**src/rtl/ex_mem_pkg.sv**
```systemverilog
// ex_mem_pkg: shared types and helpers for the EX/MEM pipeline register.
//   pipe_state_e     occupancy state of the skid buffer (EMPTY, ONE, TWO)
//   payload_w()      payload width for a given field configuration
//   ex_mem_payload_t payload record for the default 32-bit MIPS configuration
//   pack_payload / unpack_payload  convert between the record and a flat vector
package ex_mem_pkg;

  typedef enum logic [1:0] {
    EMPTY = 2'd0,
    ONE   = 2'd1,
    TWO   = 2'd2
  } pipe_state_e;

  localparam int unsigned DATA_W_DEF     = 32;
  localparam int unsigned REG_AW_DEF     = 5;
  localparam int unsigned MEMTOREG_W_DEF = 2;

  // regwrite + memtoreg + memwrite + alu_out + write_data + pc_8 + write_reg
  function automatic int unsigned payload_w(input int unsigned data_w,
                                            input int unsigned reg_aw,
                                            input int unsigned memtoreg_w);
    return 1 + memtoreg_w + 1 + 3 * data_w + reg_aw;
  endfunction

  localparam int unsigned EX_MEM_PAYLOAD_W =
    payload_w(DATA_W_DEF, REG_AW_DEF, MEMTOREG_W_DEF);

  // Field order here defines the flat vector layout (regwrite is the MSB).
  typedef struct packed {
    logic                      regwrite;
    logic [MEMTOREG_W_DEF-1:0] memtoreg;
    logic                      memwrite;
    logic [DATA_W_DEF-1:0]     alu_out;
    logic [DATA_W_DEF-1:0]     write_data;
    logic [REG_AW_DEF-1:0]     write_reg;
    logic [DATA_W_DEF-1:0]     pc_8;
  } ex_mem_payload_t;

  function automatic logic [EX_MEM_PAYLOAD_W-1:0] pack_payload(input ex_mem_payload_t p);
    return EX_MEM_PAYLOAD_W'(p);
  endfunction

  function automatic ex_mem_payload_t unpack_payload(input logic [EX_MEM_PAYLOAD_W-1:0] v);
    return ex_mem_payload_t'(v);
  endfunction

endpackage

```
**src/rtl/pipe_skid_buf.sv**
```systemverilog
// pipe_skid_buf: generic valid/ready payload register with synchronous flush.
//   SKID=1: two-entry skid buffer, registered in_ready (no path from out_ready).
//   SKID=0: single register, in_ready = !out_valid || out_ready (combinational).
// Ports:
//   clk, reset      rising-edge clock, synchronous active-high reset
//   flush           drop every held entry and any same-cycle input
//   in_valid/in_ready/in_data     upstream handshake and payload
//   out_valid/out_ready/out_data  downstream handshake and payload
module pipe_skid_buf
  import ex_mem_pkg::*;
#(
  parameter int unsigned WIDTH = 8,
  parameter bit          SKID  = 1'b1
) (
  input  logic             clk,
  input  logic             reset,
  input  logic             flush,
  input  logic             in_valid,
  output logic             in_ready,
  input  logic [WIDTH-1:0] in_data,
  output logic             out_valid,
  input  logic             out_ready,
  output logic [WIDTH-1:0] out_data
);

  if (SKID) begin : g_skid

    pipe_state_e      state_q, state_d;
    logic [WIDTH-1:0] main_q, main_d;
    logic [WIDTH-1:0] skid_q, skid_d;
    logic             in_ready_q;
    logic             in_fire;
    logic             out_fire;

    // main always holds the oldest entry; skid only fills while main is stalled
    assign out_valid = (state_q == ONE) || (state_q == TWO);
    assign out_data  = main_q;
    assign in_ready  = in_ready_q;
    assign in_fire   = in_valid && in_ready_q;
    assign out_fire  = out_valid && out_ready;

    // Next-state and data-path steering
    always_comb begin
      state_d = state_q;
      main_d  = main_q;
      skid_d  = skid_q;
      case (state_q)
        EMPTY: begin
          if (in_fire) begin
            main_d  = in_data;
            state_d = ONE;
          end
        end
        ONE: begin
          if (in_fire && out_fire) begin
            main_d = in_data;
          end else if (in_fire) begin
            skid_d  = in_data;
            state_d = TWO;
          end else if (out_fire) begin
            state_d = EMPTY;
          end
        end
        TWO: begin
          if (out_fire) begin
            main_d  = skid_q;
            state_d = ONE;
          end
        end
        default: state_d = EMPTY;
      endcase
      // Flush empties the buffer but leaves the data registers untouched
      if (flush) begin
        state_d = EMPTY;
        main_d  = main_q;
        skid_d  = skid_q;
      end
    end

    // State and data registers; in_ready is precomputed from the next state
    always_ff @(posedge clk) begin
      if (reset) begin
        state_q    <= EMPTY;
        main_q     <= '0;
        skid_q     <= '0;
        in_ready_q <= 1'b1;
      end else begin
        state_q    <= state_d;
        main_q     <= main_d;
        skid_q     <= skid_d;
        in_ready_q <= (state_d != TWO);
      end
    end

  end else begin : g_single

    logic             valid_q, valid_d;
    logic [WIDTH-1:0] data_q, data_d;
    logic             in_fire;
    logic             out_fire;

    assign out_valid = valid_q;
    assign out_data  = data_q;
    assign in_ready  = !valid_q || out_ready;
    assign in_fire   = in_valid && in_ready;
    assign out_fire  = valid_q && out_ready;

    // Load on accept, clear valid on a drain with no replacement
    always_comb begin
      valid_d = valid_q;
      data_d  = data_q;
      if (in_fire) begin
        data_d  = in_data;
        valid_d = 1'b1;
      end else if (out_fire) begin
        valid_d = 1'b0;
      end
      if (flush) begin
        valid_d = 1'b0;
        data_d  = data_q;
      end
    end

    always_ff @(posedge clk) begin
      if (reset) begin
        valid_q <= 1'b0;
        data_q  <= '0;
      end else begin
        valid_q <= valid_d;
        data_q  <= data_d;
      end
    end

  end

endmodule

```
**src/rtl/ex_mem_pipe.sv**
```systemverilog
// ex_mem_pipe: EX/MEM pipeline register for the 5-stage MIPS pipeline with
// valid/ready handshake, synchronous flush and optional two-entry skid buffer.
// Ports:
//   clk, reset, flush               clock, sync active-high reset, redirect kill
//   in_valid, in_ready              EX-side handshake
//   regwrite_e .. pc_8_e            EX-side payload
//   out_valid, out_ready            MEM-side handshake
//   regwrite_m .. pc_8_m            MEM-side payload (write enables gated by out_valid)
module ex_mem_pipe
  import ex_mem_pkg::*;
#(
  parameter int unsigned DATA_W     = 32,
  parameter int unsigned REG_AW     = 5,
  parameter int unsigned MEMTOREG_W = 2,
  parameter bit          SKID       = 1'b1
) (
  input  logic                  clk,
  input  logic                  reset,
  input  logic                  flush,
  input  logic                  in_valid,
  output logic                  in_ready,
  input  logic                  regwrite_e,
  input  logic [MEMTOREG_W-1:0] memtoreg_e,
  input  logic                  memwrite_e,
  input  logic [DATA_W-1:0]     alu_out_e,
  input  logic [DATA_W-1:0]     write_data_e,
  input  logic [REG_AW-1:0]     write_reg_e,
  input  logic [DATA_W-1:0]     pc_8_e,
  output logic                  out_valid,
  input  logic                  out_ready,
  output logic                  regwrite_m,
  output logic [MEMTOREG_W-1:0] memtoreg_m,
  output logic                  memwrite_m,
  output logic [DATA_W-1:0]     alu_out_m,
  output logic [DATA_W-1:0]     write_data_m,
  output logic [REG_AW-1:0]     write_reg_m,
  output logic [DATA_W-1:0]     pc_8_m
);

  localparam int unsigned PW = payload_w(DATA_W, REG_AW, MEMTOREG_W);

  logic [PW-1:0] in_data;
  logic [PW-1:0] out_data;
  logic          regwrite_raw;
  logic          memwrite_raw;

  // Default configuration goes through the package record; other widths use
  // the same field order with a plain concatenation.
  if (DATA_W == DATA_W_DEF && REG_AW == REG_AW_DEF && MEMTOREG_W == MEMTOREG_W_DEF)
  begin : g_rec
    ex_mem_payload_t in_rec;
    ex_mem_payload_t out_rec;

    assign in_rec = '{regwrite:   regwrite_e,
                      memtoreg:   memtoreg_e,
                      memwrite:   memwrite_e,
                      alu_out:    alu_out_e,
                      write_data: write_data_e,
                      write_reg:  write_reg_e,
                      pc_8:       pc_8_e};
    assign in_data  = pack_payload(in_rec);
    assign out_rec  = unpack_payload(out_data);

    assign regwrite_raw = out_rec.regwrite;
    assign memtoreg_m   = out_rec.memtoreg;
    assign memwrite_raw = out_rec.memwrite;
    assign alu_out_m    = out_rec.alu_out;
    assign write_data_m = out_rec.write_data;
    assign write_reg_m  = out_rec.write_reg;
    assign pc_8_m       = out_rec.pc_8;
  end else begin : g_cat
    assign in_data = {regwrite_e, memtoreg_e, memwrite_e, alu_out_e,
                      write_data_e, write_reg_e, pc_8_e};
    assign {regwrite_raw, memtoreg_m, memwrite_raw, alu_out_m,
            write_data_m, write_reg_m, pc_8_m} = out_data;
  end

  pipe_skid_buf #(
    .WIDTH (PW),
    .SKID  (SKID)
  ) u_buf (
    .clk       (clk),
    .reset     (reset),
    .flush     (flush),
    .in_valid  (in_valid),
    .in_ready  (in_ready),
    .in_data   (in_data),
    .out_valid (out_valid),
    .out_ready (out_ready),
    .out_data  (out_data)
  );

  // A bubble must never write the register file or data memory
  assign regwrite_m = out_valid & regwrite_raw;
  assign memwrite_m = out_valid & memwrite_raw;

endmodule
```
**config.mk**
```make
export PLATFORM = sky130hd
export DESIGN_NAME = ex_mem_pipe
export DESIGN_NICKNAME = d
export VERILOG_FILES = /design/src/rtl/ex_mem_pkg.sv /design/src/rtl/pipe_skid_buf.sv /design/src/rtl/ex_mem_pipe.sv
export SDC_FILE = /design/constraint.sdc
export NUM_CORES = 1
export LEC_CHECK = 0
export ABC_AREA = 1
export CAP_MARGIN = 15
export CORE_ASPECT_RATIO = 1.4
export CORE_MARGIN = 4
export CORE_UTILIZATION = 51
export CTS_BUF_LIST = sky130_fd_sc_hd__clkbuf_8 sky130_fd_sc_hd__clkbuf_16
export CTS_CLUSTER_DIAMETER = 50
export DETAILED_ROUTE_END_ITERATION = 6
export PLACE_DENSITY = 0.88
export SLEW_MARGIN = 25
export SYNTH_ARGS = -nofsm -noshare
export SYNTH_HDL_FRONTEND = slang
export SYNTH_SLANG_ARGS = --single-unit
```
**constraint.sdc**
```tcl
create_clock -name clk -period 1.98 [get_ports clk]
set_input_delay 0.297 -clock clk [delete_from_list [all_inputs] [get_ports clk]]
set_output_delay 0.297 -clock clk [all_outputs]
set_load 0.05 [all_outputs]
```
==> reports/metrics.yaml, run 1 <==
grt:
  grt_pass1_wl_mm: 42.4
  grt_pass1_vias: 9020
  grt_overflow: 0
  use_met2: 0.392
  grt_max_degree: 62
  use_met1: 0.257
  grt_antenna_before_repair: 3
  grt.busiest_layer: "met2"
  grt_use_total: 0.223
  grt_use_met3: 0.0459
finish:
  seqCellArea_um2: 4270
  drive_above_1_share: 0.0518
  final_nets: 1701
  syn_to_final_growth_pct: 25.0
  fill_cells: 1608
  multiInputGateArea_um2: 4200
  utilization: 0.654
logic_synthesis:
  synth_top_area_frac: 0.419
  synthCells: 1523
  synth.distinct_cells: 20
  yosysWarnings: 0
  syn_nets: 1637
  yosys.area.top_type: "dfxtp_1"
  ys_seq_area_frac: 0.419
  synth_area_leaders: "dfxtp_1 (42%), nor2_1 (16%), buf_4 (8.5%)"
  ys_seq_elements: 213
  syn_area_um2: 10200
  syn_area_per_cell_um2: 6.68
clocking:
  clock-sinks: 213
  clk_pin_slew_ns: 0.06
  numCtsBuffers: 22
  cts-root-buf: "clkbuf_16"
  cts_buffer_depth: 3
  h-tree-depth: 1
  hold_buffers: 0
  cts_tree: "done"
  clock_latency_ns: 0.50
power_and_ir_drop:
  ir_worst_vdd_mv: 0.824
  p_leak_uw: 0.00654
  power_density_nw_per_um2: 858
hold_path:
  holdPathStages: 3
  hold_path_class: "primary input to flop"
critical_path:
  crit_chain: "clkdlybuf4s50_1"
  worst-r2r-cell-count: 10
  crit_type: "flop to output pin"
  path_depth: 1
  endpoint_kind: "output pin"
  path_buf_inv: 1
  slowest_stage: "clkdlybuf4s50_1"
  worstSetupStartpointType: "flop"
  max_stage_delay_ns: 0.81
  critPathTopFamily: "buffers and inverters"
  cp_max_fo: 2
  critPathRequiredTime_ns: 1.68
  worst_ep_arrival_time_ns: 1.65
floorplan:
  die_h_um: 175
  io_pins: 217
  coreArea_um2: 19400
  rows: 60
  dieArea_um2: 22300
  initial_utilization: 0.523
  dieWidth_um: 127
sta:
  fmax_mhz: 514
  tightest_slew_ns: 0.598
  finalCriticalPeriod_ns: 1.95
  whs_ns: 0.434
  maxSlewHeadroom: 0.603
  finClkSkew_ns: 0.0125
  drv_slew: 0
  setup_viol: 0
  worst_slack_ns: 0.0326
  fin_crit_sh: 0.984
  finalHoldViolCount: 0
routing:
  first_pass_iters: 6
  routed-via-count: 9479
  drc: 0
  totalWireLength_mm: 26.3
  first_iter_violations: 677
  wire_per_inst_um: 14.2
  viasPerCell: 5.12
  antenna_left: 0
place:
  io_buffers: 216
  hpwl_mm: 17.2
  post-place-ws_ns: -0.00583
  place_congestion: 0.816
status:
  status: "finished, final reports clean"
job:
  maxCapViolCount: 0
==> registers in the layout, summed over array words and instances (netlist names) <==
signal,flops
u_buf.g_skid.state_q,2
u_buf.in_ready,1
u_buf.out_data,105
u_buf.g_skid.skid_q,105
==> cells in the final DEF, fill, tap and decap left out, types with 2 or more instances in the layout <==
master / n
nor2_1: 427
nand2_1: 227
dfxtp_1: 212
clkdlybuf4s50_1: 155
inv_1: 118
nand3_1: 108
a21oi_1: 107
o21ai_0: 97
dlymetal6s2s_1: 41
clkbuf_16: 24
buf_12: 18
dlygate4sd2_1: 17
buf_4: 10
o21ai_1: 9
clkinv_2: 7
inv_2: 3
clkbuf_8: 3
diode_2: 2
nand2_4: 2
inv_6: 2
nor2_4: 2
ha_4: 2
bufinv_16: 2
buf_16: 2
==> path summary, 6_finish.rpt <==
| check | start | endpoint | slack, ns |
|---|---|---|---|
| worst max register to register | u_buf.g_skid.state_q[0]$_SDFF_PP0_ | u_buf.out_data[63]$_SDFFE_PP0P_ | 0.09 |
| worst min-delay path | write_data_e[11] | u_buf.g_skid.skid_q[48]$_SDFFE_PP0P_ | 0.43 |
| worst max-delay path | u_buf.out_data[85]$_SDFFE_PP0P_ | alu_out_m[16] | 0.03 |
| worst min register to register | u_buf.out_data[45]$_SDFFE_PP0P_ | u_buf.out_data[45]$_SDFFE_PP0P_ | 0.48 |
==> metrics by stage <==
step / area [um2] / total power, uW / std cells / setup TNS [ns]
4_1_cts: 12500 / 11000 / 1849 / 0
5_1_grt: 12700 / 11400 / 1853 / -0.120
2_1_floorplan: 10200 / 6240 / 1523 / 0
3_3_place_gp: 11800 / 6740 / 1810 / 0
6_report: 12700 / 10900 / 1853 / 0
3_5_place_dp: 11800 / 6790 / 1810 / -0.00694
==> synthesized netlist by cell type (all sizes together) <==
cell,instances
a21oi,107
buf,163
dfxtp,213
clkbuf,41
inv,120
nor3,1
nor2,430
nand3,108
nand2,230
ha,4
o21ai,106
==> per-layer routing <==
metal,wire length [um],vias up
li1,-,4744
met1,10100,4291
met2,13100,364
met3,1950,78
met4,1160,2
met5,12,-
==> cell families after synthesis <==
logic type | share of synthesized area
adder cells (fa/ha/maj) | 0.00492
flip-flops | 0.419
buffers and inverters | 0.172
AND/OR/NAND/NOR | 0.299
AO/OA/AOI/OAI | 0.105
==> what timing repair did <==
action / in CTS / in global routing
gates cloned: 0 / 1
endpoints found under the setup margin: 43 / 95
gates resized for setup: 21 / 46
pin swaps: 0 / 1
buffers inserted: 0 / 1
==> layout make-up <==
type	count	area share
Sequential cell	213	0.336
Multi-Input combinational cell	986	0.330
Timing Repair Buffer	244	0.215
Clock buffer	26	0.0485
Inverter	120	0.0360
Tap cell	248	0.0244
Clock inverter	14	0.00984
Antenna cell	2	0.000394
==> power breakdown <==
part / internal, uW / leakage [uW] / switching, uW
combinational: 783 / 0.00441 / 1280
sequential: 4510 / 0.00174 / 113
clock: 2490 / 0.000383 / 1730
No activity file was read; power rests on OpenSTA's default activity.
==> run 2: changes to the inputs <==
--- a/config.mk
+++ b/config.mk
@@ -6,15 +6,17 @@
 export NUM_CORES = 1
 export LEC_CHECK = 0
 export ABC_AREA = 1
+export ABC_CLOCK_PERIOD_IN_PS = 1980
 export CAP_MARGIN = 15
 export CORE_ASPECT_RATIO = 1.4
 export CORE_MARGIN = 4
-export CORE_UTILIZATION = 51
+export CORE_UTILIZATION = 50
 export CTS_BUF_LIST = sky130_fd_sc_hd__clkbuf_8 sky130_fd_sc_hd__clkbuf_16
 export CTS_CLUSTER_DIAMETER = 50
 export DETAILED_ROUTE_END_ITERATION = 6
 export PLACE_DENSITY = 0.88
-export SLEW_MARGIN = 25
+export SLEW_MARGIN = 20
 export SYNTH_ARGS = -nofsm -noshare
 export SYNTH_HDL_FRONTEND = slang
+export SYNTH_HIERARCHICAL = 1
 export SYNTH_SLANG_ARGS = --single-unit
==> run 2 against run 1 <==
  * Synthesized area shrank 6.9%
  * First-iteration DRC count increased by 51%
  * Non-clock buffer count decreased by 1
  * Via count fell by 0.34%
  * Synthesized cell count is 6.8% lower
  * Clock power is 17% lower
  * Clock-buffer cell count fell by 5
  * Highest routed layer is now met4
==> reports/metrics.yaml, run 2 <==
status:
  status: "finished, final reports clean"  # unchanged
critical_path:
  r2r-start: "u_buf/g_skid.state_q[0]$_SDFF_PP0_"  # was u_buf.g_skid.state_q[0]$_SDFF_PP0_
  critPathLaunch: "u_buf/out_data[61]$_SDFFE_PP0P_"  # was u_buf.out_data[85]$_SDFFE_PP0P_
  critPathRequiredTime_ns: 1.68  # about the same
  path_depth: 1  # unchanged
  crit_chain: "clkdlybuf4s50_1"  # unchanged
  cp-endpoint: "write_data_m[24]"  # was alu_out_m[16]
  worst_ep_arrival_time_ns: 1.65  # about the same
  worst-r2r-cell-count: 9  # was 10
  cp_max_fo: 2  # unchanged
  max_stage_delay_ns: 0.82  # was 0.81 ns
  r2r_setup_slack_ns: 0.17  # was 0.09 ns
  worstSetupStartpointType: "flop"  # unchanged
  crit_type: "flop to output pin"  # unchanged
  r2r-end: "u_buf/out_data[26]$_SDFFE_PP0P_"  # was u_buf.out_data[63]$_SDFFE_PP0P_
  slowest_stage: "clkdlybuf4s50_1"  # unchanged
  path_buf_inv: 1  # unchanged
  critPathTopFamily: "buffers and inverters"  # unchanged
  endpoint_kind: "output pin"  # unchanged
logic_synthesis:
  synth-edff-count: 0  # unchanged
  synthCells: 1420  # was 1,523
  yosys.cell_count.top_type: "nor2_1"  # unchanged
  netlist_top_cells_count: "nor2_1 (427), nand2_1 (224), dfxtp_1 (213)"  # was nor2_1 (428), nand2_1 (228), dfxtp_1 (213)
  synth_area_leaders: "dfxtp_1 (45%), nor2_1 (17%), nand2_1 (8.9%)"  # was dfxtp_1 (42%), nor2_1 (16%), buf_4 (8.5%)
  syn_area_per_cell_um2: 6.67  # was 6.68 um2
  syn_nets: 1534  # was 1,637
  yosysWarnings: 6  # was 0
  yosys.area.top_type: "dfxtp_1"  # unchanged
  ys_seq_elements: 213  # unchanged
  synth_top_area_frac: 0.450  # was 0.419
  async_reset_ff_frac: 0  # unchanged
  synth.distinct_cells: 21  # was 20
  syn_area_um2: 9470  # was 10,200 um2
  ys_seq_area_frac: 0.450  # was 0.419
  synth_ff_type: "dfxtp_1"  # unchanged
routing:
  viasPerCell: 5.13  # was 5.12
  antenna_left: 0  # unchanged
  routed-via-count: 9447  # was 9,479
  first_iter_violations: 1020  # was 677
  wire_per_inst_um: 14.0  # was 14.2 um
  drc: 0  # unchanged
  first_pass_iters: 5  # was 6
  totalWireLength_mm: 25.8  # was 26.3 mm
floorplan:
  dieArea_um2: 21200  # was 22,300 um2
  dieWidth_um: 124  # was 127 um
  initial_utilization: 0.509  # was 0.523
  coreArea_um2: 18600  # was 19,400 um2
  io_pins: 217  # unchanged
  die_h_um: 171  # was 175 um
  rows: 59  # was 60
clocking:
  clk_pin_slew_ns: 0.07  # was 0.06 ns
  clock-sinks: 213  # unchanged
  numCtsBuffers: 21  # was 22
  clock_latency_ns: 0.49  # was 0.50 ns
  h-tree-depth: 1  # unchanged
  cts_buffer_depth: 3  # unchanged
  cts-root-buf: "clkbuf_16"  # unchanged
  cts_tree: "done"  # unchanged
  hold_buffers: 0  # unchanged
finish:
  final_cell_mix: "nor2_1 (427), nand2_1 (224), dfxtp_1 (212)"  # was nor2_1 (427), nand2_1 (227), dfxtp_1 (212)
  drive_above_1_share: 0.0495  # was 0.0518
  final_nets: 1699  # was 1,701
  syn_to_final_growth_pct: 31.4  # was 25.0%
  antenna_cells: 0  # was 2
  final_common_cell: "nor2_1"  # unchanged
grt:
  grt_antenna_before_repair: 0  # was 3
  grt_overflow: 0  # unchanged
  grt_max_degree: 131  # was 62
  grt_pass1_wl_mm: 42.0  # was 42.4 mm
  grt_pass1_vias: 9013  # was 9,020
  grt_use_total: 0.229  # was 0.223
place:
  io_buffers: 216  # unchanged
  hpwl_mm: 16.7  # was 17.2 mm
  place_congestion: 0.868  # was 0.816
  post-place-ws_ns: 0.0532  # was -0.00583 ns
sta:
  fmax_mhz: 514  # about the same
  finClkSkew_ns: 0.0129  # was 0.0125 ns
  setup_tns_ns: 0  # unchanged
  tightest_slew_ns: 0.558  # was 0.598 ns
  rsz0062_at_grt: "false"
  fin_crit_sh: 0.983  # was 0.984
  finalHoldViolCount: 0  # unchanged
  worst_slack_ns: 0.0344  # was 0.0326 ns
  maxSlewHeadroom: 0.628  # was 0.603
  drv_slew: 0  # unchanged
  setup_viol: 0  # unchanged
  finalCriticalPeriod_ns: 1.95  # about the same
job:
  maxCapViolCount: 0  # unchanged
power_and_ir_drop:
  ir_worst_vdd_mv: 0.655  # was 0.824 mV
  switching_share: 0.292  # was 0.287
  p_leak_uw: 0.00594  # was 0.00654 uW
  p_int_uw: 7210  # was 7790 uW
  switchingPower_uw: 2980  # was 3130 uW
  combPwrFrac: 0.202  # was 0.189
  pwr-share-seq: 0.454  # was 0.424
  p_clk_frac: 0.344  # was 0.387
  power_density_nw_per_um2: 819  # was 858 nW/um2
hold_path:
  hold_path_class: "primary input to flop"  # unchanged
==> run 2: changes by cell type in the layout (fill, tap and decap cells not counted), moves of 3 or more <==
cell / delta
clkdlybuf4s50_1: +41
o21ai_0: -7
dlymetal6s2s_1: -31
dlygate4sd2_1: -10
clkbuf_8: -3
nand2_2: +3
clkbuf_16: -3
o21ai_1: +7
nand2_1: -3
==> run 2: routing by layer <==
metal / vias to the layer above / routed length (um) / track usage
met4: 0 / 715 / 0.0839
met1: 4322 / 10400 / 0.270
met2: 343 / 12800 / 0.414
li1: 4728 / - / -
met5: - / 0 / 0
met3: 54 / 1830 / 0.0462
==> run 2: kinds of logic (layout without fill, tap and decap cells) <==
group | Yosys count | count (layout) | synth area share
AND/OR/NAND/NOR | 769 | 769 | 0.323
buffers and inverters | 221 | 397 | 0.109
AO/OA/AOI/OAI | 213 | 213 | 0.113
flip-flops | 213 | 213 | 0.450
adder cells (fa/ha/maj) | 4 | 4 | 0.00528
==> run 2: cell type report <==
class / instances / area [um2]
Tap cell: 244 / 305
Multi-Input combinational cell: 986 / 4210
Clock inverter: 13 / 61.3
Fill cell: 1538 / 6150
Inverter: 120 / 455
Clock buffer: 21 / 526
Timing Repair Buffer: 243 / 2620
Sequential cell: 213 / 4270
==> run 2: what timing repair did <==
item	4_1_cts	5_1_grt
gates cloned	0	0
endpoints found under the setup margin	9	101
resized for setup	8	13
buffers inserted	0	0
==> run 2: stage by stage <==
stage	area (um2)	utilization	cells	hold slack, ns	total power (uW)
6_report	12400	0.669	1840	0.456	10200
3_5_place_dp	11800	0.636	1806	0.470	6780
4_1_cts	12400	0.667	1840	0.436	10300
5_1_grt	12400	0.669	1840	0.463	10600
2_1_floorplan	9480	-	1420	0.445	6010
3_3_place_gp	11800	0.636	1806	0.462	6740
==> run 2: how the worst min path moves through the flow <==
stage / from / to / slack, ns / cells past startpoint
floorplan: write_data_e[20] / u_buf/g_skid.skid_q[57]$_SDFFE_PP0P_ / 0.44 / 2
global placement: u_buf/g_skid.skid_q[89]$_SDFFE_PP0P_ / u_buf/g_skid.skid_q[89]$_SDFFE_PP0P_ / 0.46 / 2
detailed placement: u_buf/out_data[38]$_SDFFE_PP0P_ / u_buf/out_data[38]$_SDFFE_PP0P_ / 0.47 / 2
CTS: write_data_e[25] / u_buf/g_skid.skid_q[62]$_SDFFE_PP0P_ / 0.44 / 3
global route: write_data_e[20] / u_buf/g_skid.skid_q[57]$_SDFFE_PP0P_ / 0.46 / 3
finish: write_data_e[25] / u_buf/g_skid.skid_q[62]$_SDFFE_PP0P_ / 0.46 / 3
==> run 2: power by group through the flow <==
| stage | clock network (uW) | logic [uW] | registers [uW] |
|---|---|---|---|
| 3_3_place_gp | 0 | 2030 | 4720 |
| 3_5_place_dp | 0 | 2060 | 4730 |
| 6_report | 3510 | 2060 | 4630 |
| 2_1_floorplan | 0 | 699 | 5310 |
| 4_1_cts | 3580 | 2060 | 4630 |
| 5_1_grt | 3750 | 2210 | 4650 |
